`config.mk`:
```
export PLATFORM = sky130hd
export DESIGN_NAME = irq_pending_latch_flat
export DESIGN_NICKNAME = d
export VERILOG_FILES = /design/src/rtl/irq_pending_latch_if.sv /design/src/rtl/irq_pending_latch.sv /design/src/flat_wrapper.sv
export SDC_FILE = /design/constraint.sdc
export NUM_CORES = 1
export LEC_CHECK = 0
export ABC_AREA = 1
export BUFFER_PORTS_ARGS = -buffer_cell sky130_fd_sc_hd__buf_4
export CORE_ASPECT_RATIO = 0.75
export CORE_MARGIN = 1
export CORE_UTILIZATION = 49
export CTS_CLUSTER_DIAMETER = 150
export DETAILED_ROUTE_END_ITERATION = 6
export PLACE_DENSITY = 0.88
export SLEW_MARGIN = 0
export SYNTH_ARGS = -nofsm -noshare
export SYNTH_HDL_FRONTEND = slang
export SYNTH_SLANG_ARGS = --single-unit
```
`constraint.sdc`:
```
create_clock -name clk -period 1.25 [get_ports clk]
set_clock_uncertainty 0.1 [all_clocks]
set_input_delay 0.25 -clock clk [delete_from_list [all_inputs] [get_ports clk]]
set_output_delay 0.25 -clock clk [all_outputs]
set_load 0.1 [all_outputs]
```
`src/rtl/irq_pending_latch_if.sv`:
```
// Consumer-side request/acknowledge channel of the interrupt front end.
// The latch drives the request and the winning index; the consumer returns the acknowledge.
interface irq_pending_latch_if;
  logic       irq_req;
  logic [2:0] irq_id;
  logic       irq_ack;

  modport master (
    output irq_req,
    output irq_id,
    input  irq_ack
  );

  modport slave (
    input  irq_req,
    input  irq_id,
    output irq_ack
  );
endinterface

```
`src/rtl/irq_pending_latch.sv`:
```
// Interrupt front end: synchronises eight request lines, latches their rising edges as sticky
// pending bits, feeds the masked vector to an external priority encoder and issues its winners.
module irq_pending_latch #(
  parameter int SYNC_STAGES = 2
) (
  input  logic                 clk,
  input  logic                 rst_n,
  input  logic [7:0]           irq_in,
  input  logic                 mask_we,
  input  logic [7:0]           mask_wdata,
  output logic [7:0]           mask,
  output logic [7:0]           pending,
  output logic [7:0]           pend_vec,
  input  logic [2:0]           enc_dout,
  input  logic                 enc_valid,
  irq_pending_latch_if.master  irq
);

  typedef enum logic [1:0] {
    IDLE  = 2'd0,
    ISSUE = 2'd1,
    GAP   = 2'd2
  } state_t;

  logic [SYNC_STAGES-1:0][7:0] sync_p0;
  logic [7:0]                  dly_p1;
  logic [7:0]                  rise_p1;

  state_t     state_q;
  state_t     state_d;
  logic [2:0] irq_id_q;
  logic [2:0] irq_id_d;
  logic       irq_req_q;
  logic [7:0] clr_vec;
  logic [7:0] pending_d;

  // Stage p0: synchroniser chain; the extra delay flop provides the previous level
  always_ff @(posedge clk or negedge rst_n) begin
    if (!rst_n) begin
      sync_p0 <= '0;
      dly_p1  <= '0;
    end else begin
      sync_p0 <= {sync_p0[SYNC_STAGES-2:0], irq_in};
      dly_p1  <= sync_p0[SYNC_STAGES-1];
    end
  end

  // Stage p1: rising-edge detect feeds the sticky pending register
  assign rise_p1 = sync_p0[SYNC_STAGES-1] & ~dly_p1;

  // A new edge wins over a same-cycle acknowledge clear of that bit
  assign pending_d = (pending & ~clr_vec) | rise_p1;
  assign pend_vec  = pending & ~mask;

  always_comb begin
    state_d  = state_q;
    irq_id_d = irq_id_q;
    clr_vec  = 8'h00;
    unique case (state_q)
      IDLE: begin
        if (enc_valid) begin
          state_d  = ISSUE;
          irq_id_d = enc_dout;
        end
      end
      ISSUE: begin
        if (irq.irq_ack) begin
          state_d = GAP;
          clr_vec = 8'h01 << irq_id_q;
        end
      end
      GAP:     state_d = IDLE;
      default: state_d = IDLE;
    endcase
  end

  always_ff @(posedge clk or negedge rst_n) begin
    if (!rst_n) begin
      state_q   <= IDLE;
      irq_id_q  <= 3'd0;
      irq_req_q <= 1'b0;
      pending   <= 8'h00;
      mask      <= 8'h00;
    end else begin
      state_q   <= state_d;
      irq_id_q  <= irq_id_d;
      irq_req_q <= (state_d == ISSUE);
      pending   <= pending_d;
      if (mask_we) begin
        mask <= mask_wdata;
      end
    end
  end

  assign irq.irq_req = irq_req_q;
  assign irq.irq_id  = irq_id_q;

endmodule

```
`src/flat_wrapper.sv`:
```
// flat-port wrapper written by rule: the top's interface ports become plain ports
module irq_pending_latch_flat 
#(
  parameter int SYNC_STAGES = 2
)
  (clk, rst_n, irq_in, mask_we, mask_wdata, mask, pending, pend_vec, enc_dout, enc_valid, irq_irq_req, irq_irq_id, irq_irq_ack);
  irq_pending_latch_if irq_i ();
  input  logic clk;
  input  logic rst_n;
  input  logic [7:0] irq_in;
  input  logic mask_we;
  input  logic [7:0] mask_wdata;
  output logic [7:0] mask;
  output logic [7:0] pending;
  output logic [7:0] pend_vec;
  input  logic [2:0] enc_dout;
  input  logic enc_valid;
  output wire logic [$bits(irq_i.irq_req)-1:0] irq_irq_req;
  output wire logic [$bits(irq_i.irq_id)-1:0] irq_irq_id;
  input wire logic [$bits(irq_i.irq_ack)-1:0] irq_irq_ack;
  assign irq_irq_req = irq_i.irq_req;
  assign irq_irq_id = irq_i.irq_id;
  assign irq_i.irq_ack = irq_irq_ack;
  irq_pending_latch #(.SYNC_STAGES(SYNC_STAGES)) u_core (.clk(clk), .rst_n(rst_n), .irq_in(irq_in), .mask_we(mask_we), .mask_wdata(mask_wdata), .mask(mask), .pending(pending), .pend_vec(pend_vec), .enc_dout(enc_dout), .enc_valid(enc_valid), .irq(irq_i));
endmodule
```
==> impl_metrics.ini <==
[logic_synthesis]
synth_area_per_cell_um2 = 11.45
yosysWarnings = 0
ys_seq_area_share_pct = 71.82
synth_fp_nets = 164
netlist_instances = 140
ys_types = 12
ys_seq_elements = 46
syn_area_um2 = 1603

[layout]
nFillCells = 57
area_delta_synth_final_pct = 81.03
final_cells = 257
fin_area_um2 = 2902
antenna_cells = 0
drive_gt1_share_pct = 66.21
nNetsFinal = 242

[sta]
worst_pin_slew_ps = 551.0
setup_slack_ps = -264.6
slew_violations = 0
timing.final.hold_violations = 0
grt_setup_unrepaired = true
period_minus_slack_ps = 1515
finalCritPeriodShare_pct = 121.2
relSlewSlack_pct = 63.26
setup_violations = 40
max_freq_mhz = 660.2

[cts]
tritoncts = yes
cts_htree_levels = 2
numCtsBuffers = 5
numClockSinks = 46
clock_latency_ps = 310
cts_buffer_depth = 2
clkSlewWorstSetupHoldPaths_ps = 100
root_buffer = clkbuf_8

[setup_path]
endpoint = pend_vec[7]
r2r_start = u_core.irq.irq_id[0]
reg2reg_depth = 7
worstPathMaxFanout = 2
cpPeakStageDelay_ps = 440
rrSetupSlack_ps = -120
worst_r2r_endpoint = u_core.pending[2]
required_ps = 900
cp-start-kind = flop
slowest_stage = dfrtp_4
worstSetupPathType = reg2out
end_kind = output pin
crit_start = u_core.pending[7]
crit_arrival_ps = 1160
crit_chain = inv_2 > nor2_4 > buf_12

[global_route]
grt.busiest_layer = met2
grt_pass1_vias = 1406
grt_use_met3_pct = 11.18
grt_usage_pct = 34.33
grt_pass1_wl_um = 7803
grtUsageMet2_pct = 54.90
grt.overflow.total = 0
grt_max_degree = 47
antenna_found_initial = 0
use_met1_pct = 40.70

[floorplanning]
dieArea_um2 = 3506
dieWidth_um = 68.04
initial_core_util_pct = 53.07
dieHeight_um = 51.53
rows = 17
ioPinCount = 52
core_um2 = 3020

[detailed_routing]
drc = 0
drtPass1Iterations = 4
avgViaCountPerCell = 5.802
via_count = 1491
drt-initial-drc-count = 124
detail-route-antenna-nets = 0
wl_per_cell_um = 25.74
drt_wl_total_um = 6615

[pwr]
swShare_pct = 48.21
peakVddDrop_uv = 1604
power_density_nw_per_um2 = 2208
p_int_uw = 3318
power.total_uw = 6408
power_switching_uw = 3089
seqPwrFrac_pct = 31.4
power_frac_comb_pct = 53.6
pwr-share-clk_pct = 15.0
leakagePower_uw = 0.001371

[run]
cap_violations = 0

[placed_design]
placed_cells_incl_taps = 228
port_buffers = 51
place_hpwl_um = 2313
place.gp.congestion = 0.7417
dp_slack_ps = 59.95
post_dp_cell_area_um2 = 2133

[status]
status = finished, violations left
violations = setup timing

[worst_hold_path]
worstHoldPathType = in2reg
-- sequential cells by signal, indices dropped and copies added (netlist names) --
register,count
u_core.mask,8
u_core.state_q,2
u_core.irq.irq_req,1
u_core.sync_p0,16
u_core.irq.irq_id,3
u_core.pending,8
u_core.dly_p1,8
-- area by class of cell --
class                           instances  area, µm²  area share (%)
Clock buffer                            5      68.82           2.372
Clock inverter                          3      21.27          0.7331
Inverter                               21      106.4           3.665
Multi-Input combinational cell         72      529.3           18.24
Sequential cell                        46       1202           41.44
Tap cell                               38      47.55           1.639
Timing Repair Buffer                   72      925.9           31.91
-- synthesized netlist by cell type --
library cell | count | area, µm²
buf_6 | 1 | 11.26
nor2_1 | 19 | 71.32
o21ai_0 | 3 | 15.01
nand2_2 | 2 | 12.51
a21oi_1 | 3 | 15.01
mux2_2 | 8 | 90.09
inv_2 | 2 | 7.510
nand3_1 | 2 | 10.01
nor2_8 | 1 | 20.02
dfrtp_1 | 46 | 1151
nand2_1 | 34 | 127.6
inv_1 | 19 | 71.32
-- cell families (layout without fill, tap and decap cells) --
family	count (synthesis)	in the layout	synth area share (%)
AO/OA/AOI/OAI	6	6	1.873
buffers and inverters	22	101	5.621
flip-flops	46	46	71.82
multiplexers	8	8	5.621
AND/OR/NAND/NOR	58	58	15.07
-- placed cells by master, fill, tap and decap left out --
| master | n |
|---|---|
| buf_4 | 28 |
| dlygate4sd3_1 | 9 |
| dfrtp_4 | 11 |
| nor2_8 | 1 |
| nand2_1 | 19 |
| nand3_1 | 2 |
| buf_6 | 8 |
| buf_12 | 26 |
| mux2_2 | 8 |
| clkinvlp_4 | 1 |
| nor2_4 | 14 |
| nand2_2 | 13 |
| dfrtp_2 | 8 |
| o21ai_1 | 1 |
| nand2_4 | 4 |
| inv_1 | 8 |
| buf_8 | 1 |
| inv_2 | 4 |
| inv_4 | 7 |
| inv_6 | 2 |
| o21ai_0 | 2 |
| nor2_1 | 3 |
| a21oi_1 | 3 |
| nor2_2 | 2 |
| clkinv_2 | 1 |
| dfrtp_1 | 27 |
| clkinv_4 | 1 |
| clkbuf_8 | 5 |
-- worst max-delay path: cells and delay by family (launching register included) --
| family | cells | cell delay (ps) |
|---|---|---|
| buffers and inverters | 2 | 250 |
| flip-flops | 1 | 440 |
| AND/OR/NAND/NOR | 1 | 150 |
-- power by group through the flow --
stage	clock network [µW]	registers, µW	logic, µW
after floorplan	0	2850	756
after global placement	0	1920	2110
after detailed placement	0	1940	2150
after CTS	901	1940	2690
after global routing	995	2020	3510
final	960	2020	3430
-- what timing repair did --
item	4_1_cts	5_1_grt
buffers inserted	6	6
hold endpoints to repair	54	0
pin swaps	8	10
hold buffers	9	0
endpoints found under the setup margin	28	35
resized for setup	74	60
-- how the worst min path moves through the flow --
stage                        from                 end  cells past startpoint
CTS                   irq_irq_ack  u_core.irq.irq_req                      2
detailed placement          rst_n    u_core.dly_p1[3]                      1
global route        mask_wdata[1]      u_core.mask[1]                      2
floorplan                   rst_n    u_core.dly_p1[0]                      0
global placement            rst_n   u_core.sync_p0[7]                      1
finish              mask_wdata[1]      u_core.mask[1]                      2
-- per-stage QoR --
stage | utilization (%) | hold slack, ps | setup TNS, ps
2_1_floorplan | - | -145.6 | -2228
3_5_place_dp | 70.63 | 175.3 | 0
3_3_place_gp | 70.63 | 166.3 | 0
4_1_cts | 87.86 | 60.75 | -2983
6_report | 96.06 | 73.89 | -4738
5_1_grt | 96.06 | 70.21 | -5352
-- routing by layer --
metal  up-vias  wire length, µm
met2       148             3008
met1       730             2401
met5         -                0
met3        38              782
met4         0              421
li1        575                -
Note: power is estimated with default switching activity, not from simulation.
